$ cat src/rtl/flit_lock_ctrl_pkg.sv
// Shared flit-type and lock-state encodings for the per-port lock controller.
// Pure declarations; no logic, no latency, no flow control.
package flit_pkg;

  localparam int FLIT_TYPE_W = 2;

  typedef enum logic [FLIT_TYPE_W-1:0] {
    BODY      = 2'b00,
    HEAD      = 2'b01,
    TAIL      = 2'b10,
    HEAD_TAIL = 2'b11
  } flit_type_e;

  typedef enum logic [1:0] {
    IDLE    = 2'd0,
    LOCKED  = 2'd1,
    RELEASE = 2'd2
  } lock_state_e;

  function automatic logic opens_packet(input flit_type_e t);
    return (t == HEAD) || (t == HEAD_TAIL);
  endfunction

  function automatic logic closes_packet(input flit_type_e t);
    return (t == TAIL) || (t == HEAD_TAIL);
  endfunction

endpackage

$ cat src/rtl/flit_lock_ctrl_pipe.sv
// One-entry valid/ready flit register: 1-cycle latency, 1 flit/cycle;
// holds its contents while out_ready_i is low, and free_o reports when it can load.
module flit_pipe_reg
  import flit_pkg::*;
#(
  parameter int DATA_W = 32
) (
  input  logic                   clk_i,
  input  logic                   rst_i,
  input  logic                   load_i,
  input  logic [DATA_W-1:0]      flit_i,
  input  logic [FLIT_TYPE_W-1:0] type_i,
  input  logic                   out_ready_i,
  output logic                   free_o,
  output logic                   out_valid_o,
  output logic [DATA_W-1:0]      out_flit_o,
  output logic [FLIT_TYPE_W-1:0] out_type_o
);

  logic                   valid_q, valid_d;
  logic [DATA_W-1:0]      flit_q, flit_d;
  logic [FLIT_TYPE_W-1:0] type_q, type_d;

  assign free_o = !valid_q || out_ready_i;

  always_comb begin
    valid_d = valid_q;
    flit_d  = flit_q;
    type_d  = type_q;
    if (load_i) begin
      valid_d = 1'b1;
      flit_d  = flit_i;
      type_d  = type_i;
    end else if (out_ready_i) begin
      valid_d = 1'b0;
    end
  end

  always_ff @(posedge clk_i) begin
    if (rst_i) begin
      valid_q <= 1'b0;
      flit_q  <= '0;
      type_q  <= '0;
    end else begin
      valid_q <= valid_d;
      flit_q  <= flit_d;
      type_q  <= type_d;
    end
  end

  assign out_valid_o = valid_q;
  assign out_flit_o  = flit_q;
  assign out_type_o  = type_q;

endmodule

$ cat src/rtl/flit_lock_ctrl.sv
// Wormhole lock controller: forwards flits with 1-cycle latency, pulses lock_set/lock_reset for the hold latch.
// in_ready drops on downstream stall and during RELEASE; FLIT_LOCK_TIMEOUT_EN adds a LOCKED idle watchdog.
module flit_lock_ctrl
  import flit_pkg::*;
#(
  parameter int DATA_W  = 32,
  parameter int TIMEOUT = 256
) (
  input  logic                   clk,
  input  logic                   rst,
  input  logic                   in_valid,
  output logic                   in_ready,
  input  logic [DATA_W-1:0]      in_flit,
  input  logic [FLIT_TYPE_W-1:0] in_type,
  output logic                   out_valid,
  input  logic                   out_ready,
  output logic [DATA_W-1:0]      out_flit,
  output logic [FLIT_TYPE_W-1:0] out_type,
  output logic                   lock_set,
  output logic                   lock_reset,
  output logic                   locked,
  output logic                   err_proto,
  output logic                   err_timeout
);

  lock_state_e state_q, state_d;
  flit_type_e  ftype;
  logic        pipe_free;
  logic        hs;
  logic        legal;
  logic        fwd;
  logic        to_fire;
  logic        lock_set_q;
  logic        lock_reset_q;
  logic        err_proto_q;

  assign ftype    = flit_type_e'(in_type);
  assign in_ready = pipe_free && (state_q != RELEASE);
  assign hs       = in_valid && in_ready;

  always_comb begin
    legal = 1'b0;
    case (state_q)
      IDLE:    legal = opens_packet(ftype);
      LOCKED:  legal = (ftype == BODY) || (ftype == TAIL);
      default: legal = 1'b0;
    endcase
  end

  assign fwd = hs && legal;

  flit_pipe_reg #(
    .DATA_W (DATA_W)
  ) u_pipe (
    .clk_i       (clk),
    .rst_i       (rst),
    .load_i      (fwd),
    .flit_i      (in_flit),
    .type_i      (in_type),
    .out_ready_i (out_ready),
    .free_o      (pipe_free),
    .out_valid_o (out_valid),
    .out_flit_o  (out_flit),
    .out_type_o  (out_type)
  );

  always_comb begin
    state_d = state_q;
    case (state_q)
      IDLE: begin
        if (fwd) state_d = closes_packet(ftype) ? RELEASE : LOCKED;
      end
      LOCKED: begin
        if ((fwd && ftype == TAIL) || to_fire) state_d = RELEASE;
      end
      RELEASE: state_d = IDLE;
      default: state_d = IDLE;
    endcase
  end

  // lock_reset resets to 1 so the latch clears for every cycle rst is held;
  // set only comes from IDLE and reset only from RELEASE, so they never coincide.
  always_ff @(posedge clk) begin
    if (rst) begin
      state_q      <= IDLE;
      lock_set_q   <= 1'b0;
      lock_reset_q <= 1'b1;
      err_proto_q  <= 1'b0;
    end else begin
      state_q      <= state_d;
      lock_set_q   <= fwd && (state_q == IDLE);
      lock_reset_q <= (state_q == RELEASE);
      err_proto_q  <= hs && !legal;
    end
  end

`ifdef FLIT_LOCK_TIMEOUT_EN
  localparam int CNT_W = $clog2(TIMEOUT + 1);

  logic [CNT_W-1:0] cnt_q, cnt_d;
  logic             err_timeout_q;

  assign to_fire = (state_q == LOCKED) && !hs && (cnt_q == CNT_W'(TIMEOUT - 1));

  always_comb begin
    cnt_d = cnt_q + 1'b1;
    if ((state_q != LOCKED) || hs || to_fire) cnt_d = '0;
  end

  always_ff @(posedge clk) begin
    if (rst) begin
      cnt_q         <= '0;
      err_timeout_q <= 1'b0;
    end else begin
      cnt_q         <= cnt_d;
      err_timeout_q <= to_fire;
    end
  end

  assign err_timeout = err_timeout_q;
`else
  assign to_fire     = 1'b0;
  assign err_timeout = 1'b0;
`endif

  assign lock_set   = lock_set_q;
  assign lock_reset = lock_reset_q;
  assign err_proto  = err_proto_q;
  assign locked     = (state_q != IDLE);

endmodule

$ cat config.mk
export PLATFORM = sky130hd
export DESIGN_NAME = flit_lock_ctrl
export DESIGN_NICKNAME = d
export VERILOG_FILES = /design/src/rtl/flit_lock_ctrl_pkg.sv /design/src/rtl/flit_lock_ctrl_pipe.sv /design/src/rtl/flit_lock_ctrl.sv
export SDC_FILE = /design/constraint.sdc
export NUM_CORES = 1
export LEC_CHECK = 0
export ABC_AREA = 0
export CAP_MARGIN = 10
export CORE_ASPECT_RATIO = 2
export CORE_UTILIZATION = 40
export CTS_BUF_LIST = sky130_fd_sc_hd__clkbuf_4 sky130_fd_sc_hd__clkbuf_8
export CTS_CLUSTER_SIZE = 14
export DETAILED_ROUTE_END_ITERATION = 8
export GPL_TIMING_DRIVEN = 0
export PLACE_DENSITY = 0.86
export SLEW_MARGIN = 25
export SYNTH_ARGS = -nofsm -noshare
export SYNTH_HDL_FRONTEND = slang
export SYNTH_SLANG_ARGS = --single-unit
$ cat constraint.sdc
create_clock -name clk -period 2.7 [get_ports clk]
set_input_delay 0.405 -clock clk [delete_from_list [all_inputs] [get_ports clk]]
set_output_delay 0.405 -clock clk [all_outputs]
set_load 0.05 [all_outputs]
==> impl_metrics.toml <==
[global_route]
grt_antenna_before_repair = 0
grt_pass1_wl_um = 8850
grt_pass1_vias = 1877
grt_usage = 0.231
overflow = 0
grt_max_degree = 13

[routing]
wl_um = 5520
num_vias = 1938
wl_per_cell_um = 16.6
avgViaCountPerCell = 5.82
antenna_left = 0
drc_errors = 0
first_iter_violations = 53
firstDrtPassIters = 4

[clocking]
cts_max_level = 2
cts_resized = 0
postCtsHoldBufs = 0
clkLatencyLatePin_ps = 290
cts_root_buffer = "clkbuf_8"
clk_pin_slew_ps = 80
cts.sinks = 40
cts.path.max_buffers = 2
postCtsSetupBuffers = 0
cts_tree = "yes"
cts_buffers = 5

[worst_setup_path]
crit_required_ps = 2300
critPathBufInv = 4
crit_path_start_kind = "primary input"
critPathMaxFanout = 10
path_delay_family = "buffers and inverters"
cp-end-kind = "output pin"
crit_path_top_delay_cell = "clkdlybuf4s50_1"
critical_path.max_stage_delay_ps = 810
worst-endpoint-arrival_ps = 2190
path_cells = "clkdlybuf4s50_1 -> nor2b_1 -> buf_6 -> buf_6 -> a21oi_1 -> clkdlybuf4s50_1"
critPathKind = "primary input to output pin"
r2r_slack_ps = 1280

[flow_run]
drv_cap = 0

[placement]
place.gp.congestion = 0.869
io_buffers = 75
dpl.hpwl_um = 3990
dp_slack_ps = 106
numPlacedInstances = 325

[logic_synthesis]
synth_largest_area_cell = "dfxtp_1"
synth-edff-count = 0
syn-num-nets = 234
synth_common_cells = "dfxtp_1, a21oi_1, nand4_1"
yosysMostFrequentCell = "dfxtp_1"
netlist_instances = 196
netlist.area_leader.share = 0.429
syn_area_sq_um = 1870
ys_top_cells_by_area = "dfxtp_1, o31ai_1, nand4_1, a21oi_1, buf_6"
ys.flop_type = "dfxtp_1"
ys_seq_elements = 40
synth-seq-area-share = 0.429
syn_avg_cell_area_sq_um = 9.52
synth_cell_types = 26
synthArstFlopShare = 0
yosys_warnings = 0

[timing]
fmax_mhz = 385
rsz0062_at_grt = "no"
finalClockSkew_ps = 3.79
fin_setup_tns_ps = 0
setup_violations = 0
finalMaxSlewViolations = 0
whs_ps = 425
min_period_ps = 2600
worstMarginPinSlew_ps = 526
fin_crit_sh = 0.963
layout_setup_ws_ps = 100
timing_hold_violations_final = 0
slew_headroom = 0.648

[floorplan]
core_sq_um = 4420
fp-row-count = 34
start_util = 0.422
die_w_um = 50.3
die_h_um = 98.6
fp.dieArea_sq_um = 4960
io_pins = 79

[cells_and_area]
drive_above_1_share = 0.140
post-route-util = 0.635
multi_input_area_sq_um = 845
nets = 316
diodes = 0
final_cells = 333
areaGrowthSynthToFinish_pct = 50.6
fillCellCount = 404
layout.area.seq_sq_um = 801

[power_and_ir_drop]
power_leakage_nw = 1.01
ir_drop_mv = 0.501
power_per_cell_area_nw_per_um2 = 594

[min_path]
hold_path.class = "primary input to flip-flop"

[status]
status = "finished clean"
==> worst min-delay path: stages <==
cell and delay (ps):
buf_6 130, nand4_1 70, a21oi_1 60
==> routing by layer <==
| layer | part of all wire | global-route usage | routed length, um |
|---|---|---|---|
| met2 | 0.56 | 0.410 | 3110 |
| met5 | 0 | 0 | 0 |
| met3 | 0.047 | 0.0370 | 259 |
| met4 | 0.047 | 0.141 | 257 |
| met1 | 0.34 | 0.243 | 1890 |
==> per-stage QoR <==
stage / power [mW] / area [sq um]
final: 1.67 / 2810
after global routing: 1.72 / 2810
after CTS: 1.67 / 2810
after detailed placement: 1.14 / 2690
after global placement: 1.14 / 2690
after floorplan: 0.972 / 1870
==> state kept, by name, summed over array words and instances (netlist names) <==
| name | count |
|---|---|
| lock_reset | 1 |
| u_pipe.out_type_o | 2 |
| u_pipe.out_valid_o | 1 |
| u_pipe.out_flit_o | 32 |
| state_q | 2 |
| err_proto | 1 |
| lock_set | 1 |
==> power by group <==
group | internal, mW | total [mW] | switching, mW
clock | 0.326 | 0.536 | 0.210
sequential | 0.627 | 0.649 | 0.0224
combinational | 0.190 | 0.484 | 0.295
==> logic make-up after synthesis <==
logic type      share of synthesized area
simple gates                        0.153
flops                               0.429
buf+inv                             0.119
xor+xnor                           0.0342
compound gates                      0.263
other cells                       0.00201
==> final cells by class <==
type | instances | share of cell area
Buffer | 30 | 0.0761
Clock buffer | 7 | 0.0343
Clock inverter | 1 | 0.0107
Inverter | 2 | 0.00267
Multi-Input combinational cell | 124 | 0.300
Sequential cell | 40 | 0.285
Tap cell | 54 | 0.0240
Timing Repair Buffer | 75 | 0.267
==> layout by cell type (no fill, tap or decap), drive strengths merged, types with 2 or more instances in the layout <==
cell / instances
inv: 2
nand4: 34
a21oi: 36
nand2b: 2
dfxtp: 40
and3b: 2
clkbuf: 15
nor2b: 2
xnor2: 2
nor2: 3
clkdlybuf4s50: 75
o31ai: 34
buf: 22
==> final timing paths <==
path	start	endpoint	depth (start not counted)
min reg2reg	u_pipe.out_flit_o[14]$_SDFFE_PP0P_	u_pipe.out_flit_o[14]$_SDFFE_PP0P_	2
max	out_ready	in_ready	6
max reg2reg	u_pipe.out_valid_o$_SDFFE_PP0P_	u_pipe.out_type_o[1]$_SDFFE_PP0P_	4
min	in_type[0]	u_pipe.out_type_o[0]$_SDFFE_PP0P_	3
Power figures use the tool's default switching activity.
==> patch 1: new RTL, same flow settings <==
Encoding of `lock_state_e`: now one-hot (3 bits for 3 states).
--- a/src/rtl/flit_lock_ctrl_pkg.sv
+++ b/src/rtl/flit_lock_ctrl_pkg.sv
@@ -11,10 +11,10 @@
     HEAD_TAIL = 2'b11
   } flit_type_e;
 
-  typedef enum logic [1:0] {
-    IDLE    = 2'd0,
-    LOCKED  = 2'd1,
-    RELEASE = 2'd2
+  typedef enum logic [2:0] {
+    IDLE    = 3'b001,
+    LOCKED  = 3'b010,
+    RELEASE = 3'b100
   } lock_state_e;
 
   function automatic logic opens_packet(input flit_type_e t);
Function: no difference found for any inputs over 10 cycles, from zero or initial values and one cycle with rst high; not proved beyond that.
==> patch 1 against the unedited design <==
Combinational power fell by 26%. Sequential power rose by 1%. Final cell count fell by 5.1%. Die area fell by 0.78%. Core utilization fell by 0.33 points. Count of clock-buffer cells in the layout did not move. Via count fell by 23%. Non-clock buffer count fell by 17. Setup slack improved by 110 ps. Area after synthesis fell by 0.80%. Sequential cell count rose by 1. Power fell by 15%. Final area fell by 1.5%. Wire length fell by 26%.
==> patch 1: results (changes against the unedited design) <==
| Metric | Value |
|---|---|
| Status | `complete, no violations (unchanged)` |
| Detailed-routed wire length on met3 | `189 um (was 259 um)` |
| Gate count of the mapped netlist | `179 (was 196)` |
| Worst Clk Skew | `3.293 ps (was 3.787 ps)` |
| Detailed Route Iter0 Violations | `22 (was 53)` |
| CP arrival | `2700 ps (was 2190 ps)` |
| Cell types with the highest counts after synthesis | `sky130_fd_sc_hd__nand2b_1, sky130_fd_sc_hd__dfxtp_1, sky130_fd_sc_hd__mux2i_1, sky130_fd_sc_hd__clkbuf_1 (was sky130_fd_sc_hd__dfxtp_1, sky130_fd_sc_hd__a21oi_1, sky130_fd_sc_hd__nand4_1, sky130_fd_sc_hd__o31ai_1, sky130_fd_sc_hd__buf_6)` |
| Share of cells above drive strength 1 | `0.06870 (was 0.1398)` |
| Startpoint of the most critical setup path | `in_type[0] (was out_ready)` |
| Global-route wire length before repair | `6713 um (was 8845 um)` |
| Startpoint of the tightest hold check path | `u_pipe.out_flit_o[15] (was in_type[0])` |
| Placed Instances | `309 (was 325)` |
| Detail Route met2 WL | `2270 um (was 3109 um)` |
| Antenna Cells | `0 (unchanged)` |
| FILL cells | `384 (was 404)` |
| PostCTS Resize Cnt | `0 (unchanged)` |
| Top cells by area in the synthesized netlist | `sky130_fd_sc_hd__dfxtp_1, sky130_fd_sc_hd__nand2b_1, sky130_fd_sc_hd__mux2i_1 (was sky130_fd_sc_hd__dfxtp_1, sky130_fd_sc_hd__o31ai_1, sky130_fd_sc_hd__nand4_1)` |
| Critical path's largest stage delay | `740 ps (was 810 ps)` |
| Total routing resource utilization after global routing | `0.1808 (was 0.2306)` |
| Reg2Reg Launch Point | `state_q[2] (was u_pipe.out_valid_o)` |
| Leakage component of the power | `1.001 nW (was 1.007 nW)` |
| Net count after synthesis | `217 (was 234)` |
| Routed length on met1 | `1525 um (was 1894 um)` |
| Relative slew slack | `0.5091 (was 0.6480)` |
| Pin count of the biggest net entering global routing | `12 (was 13)` |
| Worst VDD drop | `0.0004128 V (was 0.0005015 V)` |
| Final GP Congestion | `0.7852 (was 0.8685)` |
| Average vias per placed instance | `4.715 (was 5.820)` |
| Estimated wirelength of the detail-placed design | `3189 um (was 3992 um)` |
| Post-place setup slack | `-124.1 ps (was 106.2 ps)` |
| Number of unique standard cell types used by synthesis | `25 (was 26)` |
| Layout net count | `300 (was 316)` |
| Number of port buffers | `76 (was 75)` |
| Type of the most critical hold path | `reg2reg (was in2reg)` |
==> patch 1: final timing paths <==
kind / depth (start not counted) / end / slack [ps]
hold reg to reg: 2 / u_pipe.out_flit_o[15] / 470
setup / recovery: 5 / u_pipe.out_flit_o[14] / 210
hold / removal: 2 / u_pipe.out_flit_o[15] / 470
setup reg to reg: 4 / u_pipe.out_flit_o[14] / 450
==> patch 1: metal layers <==
metal / vias to the layer above / global-route usage
met3: 10 / 0.04673
li1: 752 / -
met1: 678 / 0.1729
met4: 0 / 0.09890
met2: 50 / 0.3323
met5: - / 0
==> patch 1: area by class of cell <==
cell class                 instances  share of cell area
multi-input combinational        125              0.3451
tap                               54             0.02439
buffer                            12             0.02575
sequential                        41              0.2963
clock buffer                       7             0.03252
timing repair buffer              76              0.2746
inverter                           1            0.001355
==> patch 1: cell families (layout without fill, tap and decap cells) <==
| logic type | Yosys count | in the layout | share of synthesized area |
|---|---|---|---|
| flops | 41 | 41 | 0.4432 |
| mux | 33 | 33 | 0.1784 |
| compound gates | 6 | 6 | 0.03581 |
| simple gates | 85 | 85 | 0.3000 |
| buf+inv | 13 | 96 | 0.04054 |
| other cells | 1 | 1 | 0.002025 |
==> patch 1: per-stage QoR <==
step	TNS (ps)	instance area [sq um]	util
after CTS	0	2770	0.6322
final	0	2770	0.6322
after detailed placement	-2131	2680	0.6117
after global routing	0	2770	0.6322
after floorplan	0	1852	-
after global placement	-1428	2680	0.6117
==> patch 1: power breakdown <==
group / switching (W) / internal, W
clock: 0.000194 / 0.000213
combinational: 0.000198 / 0.000163
sequential: 0.0000184 / 0.000638
total: 0.000410 / 0.00101
==> patch 2: new RTL, same flow settings <==
Without the edit above. `DATA_W` is set to 32 in 2 places; all go to 64.
--- a/src/rtl/flit_lock_ctrl_pipe.sv
+++ b/src/rtl/flit_lock_ctrl_pipe.sv
@@ -3,7 +3,7 @@
 module flit_pipe_reg
   import flit_pkg::*;
 #(
-  parameter int DATA_W = 32
+  parameter int DATA_W = 64
 ) (
   input  logic                   clk_i,
   input  logic                   rst_i,
--- a/src/rtl/flit_lock_ctrl.sv
+++ b/src/rtl/flit_lock_ctrl.sv
@@ -3,7 +3,7 @@
 module flit_lock_ctrl
   import flit_pkg::*;
 #(
-  parameter int DATA_W  = 32,
+  parameter int DATA_W  = 64,
   parameter int TIMEOUT = 256
 ) (
   input  logic                   clk,
Ports: changed (resized in_flit and out_flit); port bits go from 79 to 143. The function was not compared with the original's and may differ.
==> patch 2 against the unedited design <==
Setup slack better by 150 ps. Global-route usage increased by 2.3 points. Final area up 72%. Area after synthesis grew 69%. Critical path depth is the same. Power is 70% higher. Sequential cell count is 32 higher. Non-clock buffer count increased by 88. Wire length up 91%. Critical endpoint unchanged.
==> patch 2: results (changes against the unedited design) <==
| Metric | Value |
|---|---|
| Pin count of the biggest net entering global routing | `12 (was 13)` |
| Slew at the pin closest to its max-slew limit | `551.8 ps (was 526.3 ps)` |
| Detailed Route Iter0 Violations | `282 (was 53)` |
| Post-CTS Setup Inserts | `0 (unchanged)` |
| Share of cells above drive strength 1 | `0.09940 (was 0.1398)` |
| CP arrival | `2050 ps (was 2190 ps)` |
| Post-place setup slack | `-38.33 ps (was 106.2 ps)` |
| Final GP Congestion | `0.8055 (was 0.8685)` |
| Status | `complete, no violations (unchanged)` |
| Number of flip-flops in the largest register | `64 (was 32)` |
| Most common flop cell mapped by yosys | `sky130_fd_sc_hd__dfxtp_1 (unchanged)` |
| Top cells by area in the synthesized netlist | `sky130_fd_sc_hd__dfxtp_1, sky130_fd_sc_hd__o31ai_1, sky130_fd_sc_hd__nand4_1 (unchanged)` |
| Aggregate routed wire length | `10530 um (was 5520 um)` |
| Dpl cell area | `4658 sq um (was 2685 sq um)` |
| Average vias per placed instance | `5.881 (was 5.820)` |
| TritonCTS buffer count | `9 (was 5)` |
| Root buffer cell | `sky130_fd_sc_hd__clkbuf_8 (unchanged)` |
| Layout net count | `568 (was 316)` |
| Utilization after layout | `0.6380 (was 0.6355)` |
| Leakage component of the power | `1.718 nW (was 1.007 nW)` |
| Number of unique standard cell types used by synthesis | `27 (was 26)` |
| Net count after synthesis | `418 (was 234)` |
| Placed Instances | `581 (was 325)` |
| Mean Syn Cell Area | `9.050 sq um (was 9.524 sq um)` |
| Part of the Yosys area used for sequential elements | `0.4577 (was 0.4290)` |
| Non-filler cells in the finished layout | `597 (was 333)` |
| Startpoint of the tightest hold check path | `in_type[0] (unchanged)` |
| Estimated wirelength of the detail-placed design | `7679 um (was 3992 um)` |
| Skew-Pair Late Insertion Delay | `360 ps (was 290 ps)` |
| Clock Pin Slew Worst Setup and Hold Paths | `70 ps` |
| Number of port buffers | `139 (was 75)` |
| Via count of the first global-routing pass | `3350 (was 1877)` |
| FILL cells | `676 (was 404)` |
| H-tree Lvls | `3 (was 2)` |
| Worst VDD drop | `0.0003322 V (was 0.0005015 V)` |
| Worst Clk Skew | `10.23 ps (was 3.787 ps)` |
| First-pass detailed-route iteration total | `6 (was 4)` |
| Cell types with the highest counts after synthesis | `sky130_fd_sc_hd__dfxtp_1, sky130_fd_sc_hd__a21oi_1, sky130_fd_sc_hd__nand4_1, sky130_fd_sc_hd__o31ai_1, sky130_fd_sc_hd__clkbuf_1 (was sky130_fd_sc_hd__dfxtp_1, sky130_fd_sc_hd__a21oi_1, sky130_fd_sc_hd__nand4_1, sky130_fd_sc_hd__o31ai_1, sky130_fd_sc_hd__buf_6)` |
| Global-route wire length before repair | `16050 um (was 8845 um)` |
| Asr flop ratio synth | `0 (unchanged)` |
| Total routing resource utilization after global routing | `0.2532 (was 0.2306)` |
| Buffer depth of the longest clock path | `2 (unchanged)` |
patch 2: cell count changes after synthesis, sizes merged:
cell    change
nand4      +32
o31ai      +32
dfxtp      +32
clkbuf     +15
a21oi      +32
buf         +9
patch 2: path summary, 6_finish.rpt:
path	to	slack, ps	cells after the start
hold / removal	u_pipe.out_type_o[0]	370	3
hold reg to reg	u_pipe.out_flit_o[34]	470	2
setup reg to reg	u_pipe.out_flit_o[19]	1160	5
setup / recovery	in_ready	250	6
patch 2: power breakdown:
part | internal, W | switching (W) | leakage [nW]
sequential | 0.00113 | 0.0000378 | 0.588
clock | 0.000428 | 0.000399 | 0.0995
combinational | 0.000316 | 0.000522 | 1.03
total | 0.00187 | 0.000958 | 1.72
patch 2: logic make-up after synthesis:
group | share of synthesized area
other cells | 0.001191
simple gates | 0.1554
buf+inv | 0.09734
xor+xnor | 0.01311
compound gates | 0.2753
flops | 0.4577
patch 2: layout make-up:
type                       instances  share of cell area
sequential                        72              0.2972
multi-input combinational        220              0.2890
tap                               94             0.02425
inverter                           2            0.001548
clock buffer                      14             0.03715
buffer                            54             0.06166
timing repair buffer             139              0.2866
clock inverter                     2            0.002580
patch 2: worst max-delay path, cell delays in order:
cell                              delay [ps]
sky130_fd_sc_hd__clkdlybuf4s50_1         470
sky130_fd_sc_hd__nor2b_1                  40
sky130_fd_sc_hd__buf_2                   170
sky130_fd_sc_hd__clkbuf_1                250
sky130_fd_sc_hd__a21oi_1                 170
sky130_fd_sc_hd__dlygate4sd2_1           540
patch 2: timing repair:
item | in CTS | in global routing
endpoints found under the hold margin | 0 | 0
resized for setup | 1 | 0
setup endpoints to repair | 1 | 0
patch 2: metrics by stage:
step                setup TNS (ps)  hold WS, ps
global placement            -33.86        452.8
finish                           0        367.9
detailed placement          -38.33        458.5
CTS                              0        363.8
floorplan                        0        507.3
global route                     0        376.2
patch 2: routing by layer:
layer	vias to the layer above	track usage	wire length, um
met5	-	0	0
met4	0	0.1595	526
met3	37	0.05089	490
met2	155	0.4498	5634
met1	1667	0.2622	3873
li1	1652	-	-
